**src/rtl/alu_arbiter.sv**
```systemverilog
// alu_arbiter: shares one combinational ALU between two requesters.
// Port 0 (execute stage) has fixed priority. Port 1 (auxiliary engine) is
// force-granted after MAX_WAIT consecutive lost cycles. Each port owns a
// one-deep response slot that is loaded on the edge after an accept.
// Optional build macro: ALU_ARB_STATS_EN adds saturating grant statistics.
module alu_arbiter #(
  parameter int OP_W     = 16,
  parameter int MAX_WAIT = 4,
  parameter int STAT_W   = 16
) (
  input  logic            clk,
  input  logic            reset,
  input  logic            req0_valid_i,
  output logic            req0_ready_o,
  input  logic [31:0]     req0_rd_i,
  input  logic [31:0]     req0_rs_i,
  input  logic [OP_W-1:0] req0_op_i,
  input  logic            req1_valid_i,
  output logic            req1_ready_o,
  input  logic [31:0]     req1_rd_i,
  input  logic [31:0]     req1_rs_i,
  input  logic [OP_W-1:0] req1_op_i,
  output logic            rsp0_valid_o,
  input  logic            rsp0_ready_i,
  output logic [31:0]     rsp0_result_o,
  output logic            rsp0_jump_o,
  output logic            rsp1_valid_o,
  input  logic            rsp1_ready_i,
  output logic [31:0]     rsp1_result_o,
  output logic            rsp1_jump_o,
  output logic [31:0]     alu_rd_o,
  output logic [31:0]     alu_rs_o,
  output logic [OP_W-1:0] alu_op_o,
  input  logic [31:0]     alu_result_i,
  input  logic            alu_jump_i
`ifdef ALU_ARB_STATS_EN
  ,
  output logic [STAT_W-1:0] stat_grant0_o,
  output logic [STAT_W-1:0] stat_grant1_o,
  output logic [STAT_W-1:0] stat_forced_o
`endif
);

  // Reject configurations the 4-bit starvation counter cannot represent.
  generate
    if (MAX_WAIT < 1 || MAX_WAIT > 15 || STAT_W < 1) begin : g_bad_param
      $error("alu_arbiter: MAX_WAIT must be 1..15 and STAT_W >= 1");
    end
  endgenerate

  localparam logic [3:0] WAIT_MAX = 4'(MAX_WAIT);

  // The ALU leaves unused outputs undefined; keep stored slots clean in
  // simulation while synthesis captures the value unchanged.
`ifdef SYNTHESIS
  function automatic logic [31:0] x_to_zero32(input logic [31:0] v);
    return v;
  endfunction
  function automatic logic x_to_zero1(input logic v);
    return v;
  endfunction
`else
  function automatic logic [31:0] x_to_zero32(input logic [31:0] v);
    logic [31:0] r;
    for (int i = 0; i < 32; i++) r[i] = (v[i] === 1'b1);
    return r;
  endfunction
  function automatic logic x_to_zero1(input logic v);
    return (v === 1'b1);
  endfunction
`endif

  logic        elig0, elig1;
  logic        grant0, grant1;
  logic        starved;
  logic [3:0]  starv_cnt_p0;
  logic [31:0] alu_result_clean;
  logic        alu_jump_clean;

  logic        rsp0_vld_p1, rsp1_vld_p1;
  logic [31:0] rsp0_result_p1, rsp1_result_p1;
  logic        rsp0_jump_p1, rsp1_jump_p1;

  // ---- stage p0: eligibility, grant and ALU operand drive ----
  assign elig0   = req0_valid_i & (~rsp0_vld_p1 | rsp0_ready_i);
  assign elig1   = req1_valid_i & (~rsp1_vld_p1 | rsp1_ready_i);
  assign starved = (starv_cnt_p0 == WAIT_MAX);

  // Priority grant: starved port 1, then port 0, then port 1; none in reset.
  always_comb begin
    grant0 = 1'b0;
    grant1 = 1'b0;
    if (!reset) begin
      if (elig1 && starved)  grant1 = 1'b1;
      else if (elig0)        grant0 = 1'b1;
      else if (elig1)        grant1 = 1'b1;
    end
  end

  assign req0_ready_o = grant0;
  assign req1_ready_o = grant1;

  // Forward the granted port's operands to the ALU, zero when idle.
  always_comb begin
    alu_rd_o = '0;
    alu_rs_o = '0;
    alu_op_o = '0;
    if (grant0) begin
      alu_rd_o = req0_rd_i;
      alu_rs_o = req0_rs_i;
      alu_op_o = req0_op_i;
    end else if (grant1) begin
      alu_rd_o = req1_rd_i;
      alu_rs_o = req1_rs_i;
      alu_op_o = req1_op_i;
    end
  end

  assign alu_result_clean = x_to_zero32(alu_result_i);
  assign alu_jump_clean   = x_to_zero1(alu_jump_i);

  // Count consecutive cycles port 1 is eligible but loses, saturating.
  always_ff @(posedge clk) begin
    if (reset)                   starv_cnt_p0 <= 4'd0;
    else if (grant1 || !elig1)   starv_cnt_p0 <= 4'd0;
    else if (!starved)           starv_cnt_p0 <= starv_cnt_p0 + 4'd1;
  end

  // ---- stage p1: per-port response slots ----
  // Port 0 slot: load on accept (overrides drain), clear on drain.
  always_ff @(posedge clk) begin
    if (reset) begin
      rsp0_vld_p1    <= 1'b0;
      rsp0_result_p1 <= '0;
      rsp0_jump_p1   <= 1'b0;
    end else if (grant0) begin
      rsp0_vld_p1    <= 1'b1;
      rsp0_result_p1 <= alu_result_clean;
      rsp0_jump_p1   <= alu_jump_clean;
    end else if (rsp0_vld_p1 && rsp0_ready_i) begin
      rsp0_vld_p1    <= 1'b0;
    end
  end

  // Port 1 slot: same policy as port 0.
  always_ff @(posedge clk) begin
    if (reset) begin
      rsp1_vld_p1    <= 1'b0;
      rsp1_result_p1 <= '0;
      rsp1_jump_p1   <= 1'b0;
    end else if (grant1) begin
      rsp1_vld_p1    <= 1'b1;
      rsp1_result_p1 <= alu_result_clean;
      rsp1_jump_p1   <= alu_jump_clean;
    end else if (rsp1_vld_p1 && rsp1_ready_i) begin
      rsp1_vld_p1    <= 1'b0;
    end
  end

  assign rsp0_valid_o  = rsp0_vld_p1;
  assign rsp0_result_o = rsp0_result_p1;
  assign rsp0_jump_o   = rsp0_jump_p1;
  assign rsp1_valid_o  = rsp1_vld_p1;
  assign rsp1_result_o = rsp1_result_p1;
  assign rsp1_jump_o   = rsp1_jump_p1;

`ifdef ALU_ARB_STATS_EN
  logic [STAT_W-1:0] stat_g0, stat_g1, stat_f;

  // Saturating grant statistics, cleared by reset.
  always_ff @(posedge clk) begin
    if (reset) begin
      stat_g0 <= '0;
      stat_g1 <= '0;
      stat_f  <= '0;
    end else begin
      if (grant0 && stat_g0 != '1)            stat_g0 <= stat_g0 + 1'b1;
      if (grant1 && stat_g1 != '1)            stat_g1 <= stat_g1 + 1'b1;
      if (grant1 && starved && stat_f != '1)  stat_f  <= stat_f + 1'b1;
    end
  end

  assign stat_grant0_o = stat_g0;
  assign stat_grant1_o = stat_g1;
  assign stat_forced_o = stat_f;
`endif

endmodule

```
**config.mk**
```make
export PLATFORM = sky130hd
export DESIGN_NAME = alu_arbiter
export DESIGN_NICKNAME = d
export VERILOG_FILES = /design/src/rtl/alu_arbiter.sv
export SDC_FILE = /design/constraint.sdc
export NUM_CORES = 1
export LEC_CHECK = 0
export CAP_MARGIN = 40
export CORE_AREA = 2 2 136 138
export CTS_BUF_LIST = sky130_fd_sc_hd__clkbuf_4 sky130_fd_sc_hd__clkbuf_8 sky130_fd_sc_hd__clkbuf_16
export DETAILED_ROUTE_END_ITERATION = 7
export DIE_AREA = 0 0 138 140
export MAX_ROUTING_LAYER = met4
export PLACE_DENSITY_LB_ADDON = 0.05
export REMOVE_ABC_BUFFERS = 1
export SYNTH_ARGS = -nofsm -noshare
export SYNTH_HDL_FRONTEND = slang
export SYNTH_SLANG_ARGS = --single-unit
```
**constraint.sdc**
```tcl
create_clock -name clk -period 2.1 [get_ports clk]
set_input_delay 0.21 -clock clk [delete_from_list [all_inputs] [get_ports clk]]
set_output_delay 0.21 -clock clk [all_outputs]
set_load 0.02 [all_outputs]
```
Word-level counts from Yosys, hierarchy flattened
Index checks and enable logic that the tools add are counted.

Order comparisons: 0. Bitwise gates (word level): 6. Muxes and demuxes: 17. Divide/modulo/power cells: 0. Add/subtract/negate cells: 1. Reductions and logical operators: 8. Shifts and indexed selects: 0. Eq/ne operators: 1. $mul: 0.

Operators with widths (number): 2-to-1 mux 32 bit (4); 2-to-1 mux 16 bit (2); 2-to-1 mux 1 bit (11); adder 4 x 1 -> 4 bit, second input constant (1); == test 4 x 3 -> 1 bit, second input constant (1); nonzero test 2 bit (2); logical AND 1 bit (3); bitwise AND 1 bit (2); inverter 1 bit (2); OR 1 bit (2); OR reduction 2 bit (1); zero test 1 bit (1); logical OR 1 bit (1).

ROM bits: 0. Input port bits: 199. Register bits after elaboration: 72. Memory bits (writable): 0. Latch bits: 0. Word-level logic and storage cells: 40. Memories: 0.

Depth between registers and ports, before layout
Depth after elaboration: 9. Gate-level depth with buffers: 8. Depth with buffers taken out: 6.

Worst setup path before layout
OpenSTA, ideal clock, no wires.

Kind: reg2out. Start point: register starv_cnt_p0[0]. End point: output alu_rd_o[19]. Arrival: 1646 ps. Buffers on the path: 1. Stages on the path, launching flop included: 8. Slack: 244 ps. Data required time: 1890 ps. Cell sequence: dfxtp_1 inv_1 ha_1 nand3b_1 o311ai_4 nor2_2 buf_2 a22o_1.

Elaborated cells on any way between the ends: 8.

RTL lines: from (decl) (RTL line 76) `logic [3:0] starv_cnt_p0;`; from (signal assigned) (RTL line 126) `else if (!starved) starv_cnt_p0 <= starv_cnt_p0 + 4'd1;`; == test 4 x 3 -> 1 bit (RTL line 87) `assign starved = (starv_cnt_p0 == WAIT_MAX);`; logical AND 1 bit (RTL line 94) `if (elig1 && starved) grant1 = 1'b1;`; 2-to-1 mux 1 bit (RTL line 94); 2-to-1 mux 1 bit (RTL line 93) `if (!reset) begin`; named net req0_ready_o (RTL line 14) `output logic req0_ready_o,`; 2-to-1 mux 32 bit (RTL line 108) `if (grant0) begin`; to (decl) (RTL line 31) `output logic [31:0] alu_rd_o,`.

The timed path passes the listed nets, and every way through them passes these cells.

Worst setup path in the final report
Start point: register starv_cnt_p0[0]. End point: output alu_rs_o[8].

Cells in the longest elaborated chain, start to end: 6. Elaborated cells on any way between the ends: 8.

Ends and longest elaborated chain: == test 4 x 3 -> 1 bit * (RTL line 87); logical AND 1 bit * (RTL line 94); 2-to-1 mux 1 bit (RTL line 94); 2-to-1 mux 1 bit (RTL line 93); 2-to-1 mux 32 bit (RTL line 112) `end else if (grant1) begin`; 2-to-1 mux 32 bit * (RTL line 108); to (decl) (RTL line 32) `output logic [31:0] alu_rs_o,`.

Mark *: on every way between the ends. The rest lies on a longest branch, timed or not.

==> results <==
-- worst min path at each step --
stage	from	end	slack (ps)	cells past startpoint
3_5_place_dp	rsp0_result_o[4]	rsp0_result_o[4]	450	2
4_1_cts	reset	rsp0_valid_o	370	3
2_1_floorplan	reset	rsp0_jump_o	280	1
6_report	reset	rsp0_result_o[25]	380	3
3_3_place_gp	rsp0_result_o[11]	rsp0_result_o[11]	440	2
5_1_grt	reset	rsp0_valid_o	380	3
-- where the power goes --
| group | internal (W) | switching (W) | total (W) |
|---|---|---|---|
| clock | 0.00110 | 0.000577 | 0.00168 |
| combinational | 0.000931 | 0.000656 | 0.00159 |
| sequential | 0.00145 | 0.0000388 | 0.00149 |
| total | 0.00348 | 0.00127 | 0.00476 |
-- worst min-delay path, stage by stage --
cell and delay, ps:
buf_2 170, buf_4 180, a21oi_1 100
-- layout by cell type, fill, tap and decap left out, types with 2 or more instances in the layout --
cell             count
nor2_1               4
dfxtp_2              2
a22o_4               3
a22o_1              77
inv_2                2
clkbuf_16           12
buf_12              14
clkinv_2             2
a21oi_1             35
buf_16               5
buf_4               21
diode_2              4
bufinv_16            2
nor2b_1             34
mux2_1               3
buf_6               87
mux2_2              22
buf_2                5
clkbuf_8             2
mux2_4               8
clkdlybuf4s50_1    265
nand2b_1             2
inv_1                2
dfxtp_1             70
nand2_1             67
-- synth_stat cells (2+ instances only) --
master	instances	area, µm²
clkbuf_1	11	41.3
nand2_1	67	251
nand3_1	2	10.0
mux2_1	7	78.8
inv_1	4	15.0
ha_1	2	25.0
buf_2	14	70.1
dfxtp_1	72	1440
buf_4	9	67.6
nand2b_1	2	12.5
nor2_1	4	15.0
a21oi_1	35	175
mux2_2	26	293
a22o_1	80	701
nor2b_1	34	213
-- repair_timing --
| item | CTS | global route |
|---|---|---|
| hold buffers | 0 | 0 |
| endpoints found under the setup margin | 97 | 114 |
| gates cloned | 6 | 4 |
| pin swaps | 16 | 11 |
| buffers inserted | 13 | 9 |
| gates resized for setup | 441 | 64 |
-- flip-flops by register name, indices dropped and copies added (netlist names) --
signal         count
rsp1_valid_o       1
starv_cnt_p0       4
rsp0_valid_o       1
rsp1_jump_o        1
rsp0_jump_o        1
rsp1_result_o     32
rsp0_result_o     32
-- cells by family (layout without fill, tap and decap cells) --
kind of cell,Yosys count,in the layout,share of synthesized area
buf+inv,38,421,0.0553
flops,72,72,0.411
simple gates,114,114,0.156
fa+ha+maj,2,2,0.00714
compound gates,118,118,0.262
xor+xnor,1,1,0.00250
mux,33,33,0.106
other cells,0,4,0
-- layer usage --
metal | wire length [µm] | vias to the layer above
li1 | - | 2118
met1 | 7720 | 2118
met2 | 11100 | 181
met3 | 1190 | 23
met4 | 408 | 0
met5 | 0 | -
-- layout make-up --
| cell class | instances | area (µm²) | share of cell area |
|---|---|---|---|
| sequential | 72 | 1440 | 0.173 |
| multi-input combinational | 268 | 1950 | 0.233 |
| tap | 229 | 287 | 0.0343 |
| clock buffer | 11 | 253 | 0.0302 |
| timing repair buffer | 401 | 4320 | 0.517 |
| clock inverter | 5 | 78.8 | 0.00943 |
| inverter | 4 | 15.0 | 0.00180 |
| antenna | 4 | 10.0 | 0.00120 |
-- through the flow --
step           hold slack [ps]  std cells   util  setup TNS (ps)
6_report                   380        994  0.470          -16860
2_1_floorplan              279        344      -         -212490
3_3_place_gp               442        946  0.415          -30960
5_1_grt                    380        994  0.470          -25970
3_5_place_dp               448        946  0.415          -33590
4_1_cts                    370        980  0.451          -15360
==> run metrics <==
layout cells sized above 1=0.255; Antenna Nets Post-Route=0; Required @ worst endpoint=1890 ps; vias=4440; CTS tree=yes; Setup CP Type=flip-flop to primary output; Cell Rows=49; Critical Path End=alu_rs_o[8]; RSZ-0062 raised after global routing=yes; dpl ws=-449 ps; count of different cell masters after synthesis=24; status=finished, violations left; EDFF count, synth=0; crit path cell chain=inv_2 -> ha_4 -> nand3b_1 -> o311ai_4 -> nor2_4 -> buf_12 -> buf_16 -> buf_6 -> a22o_1 -> buf_6; LEAKAGE=3.42 nW; Area Growth Syn to Fin=138%; reg2reg end=rsp1_result_o[8]; total of max-cap violations=0; clk slew on worst S/H paths=50 ps; number of global-route vias before repair=4426; DRC viols=0; Data arrival, critical path=2200 ps; fin crit share=1.15; Post-DP HPWL=15.4 mm; Final setup viols=90; r2r worst-path depth=11; Top delay family on crit path=buffers and inverters; gr usage total=0.201; clock root buffer=clkbuf_16; clk_skew=4.85 ps; GRT Max-Usage Layer=met2; H-tree depth=3; Max Root-Sink Buffers=2; failing checks=negative setup slack; crit-path most repeated cell=buf_6; initial antenna violation count=4; PD cells=569 nW/µm²; GPL Wtd Cong=0.938; CP max FO=6; Synth Instances=378; die height=140 µm; Worst slew margin=0.556; Boundary Pins=349; grt total ovfl=0; Main synth FF type=dfxtp_1; Fill cells=1690; worst r2r src=starv_cnt_p0[0]; clock latency on the worst-skew pair=330 ps; Vias/cell=4.47; met1 usage=0.214; Ys Warns=0; Slew @ Worst Pin=667 ps; Initial Util=0.197; CP Capture Type=primary output; post-synthesis instance area=3510 µm²; routed len/inst=20.5 µm; met2 Resource Use GR=0.364; Post-Route WL=20.4 mm; slowest cell on the critical path=dfxtp_2; Peak supply drop=0.404 mV; Final WS setup=-313 ps; final instance area=8360 µm²; synthesis-stage register bit count=72; Critical Path Stages=10; post-layout minimum cycle time=2410 ps; maximum clock rate=414 MHz; PortBufs=348; met3 global-route usage=0.0540; Pwr Total=0.00476 W; Area after DPL=7380 µm²; max-slew violation count=0; Layout Nets=957; first drt pass iteration count=6; Hold Path Class=input pin to flip-flop; Crit. Startpoint=starv_cnt_p0[0]; Avg Inst Size Synth=9.27 µm²; total CTS buffers=9; sequential cell area fraction in the yosys report=0.411; Die ar.=19300 µm²; R2R Setup Slk=-60 ps; initial DRC count=164; Core Region=17800 µm²; largest net degree at the start of global routing=63; Die Wd=138 µm; worst path bufs/invs=5; ys async rst share=0; critical path's largest stage delay=320 ps; first-pass GRT wire length=28.5 mm; Startpoint Class=flip-flop; CTS sink count=72; Hold Violations, Final=0
Power figures use the tool's default switching activity.
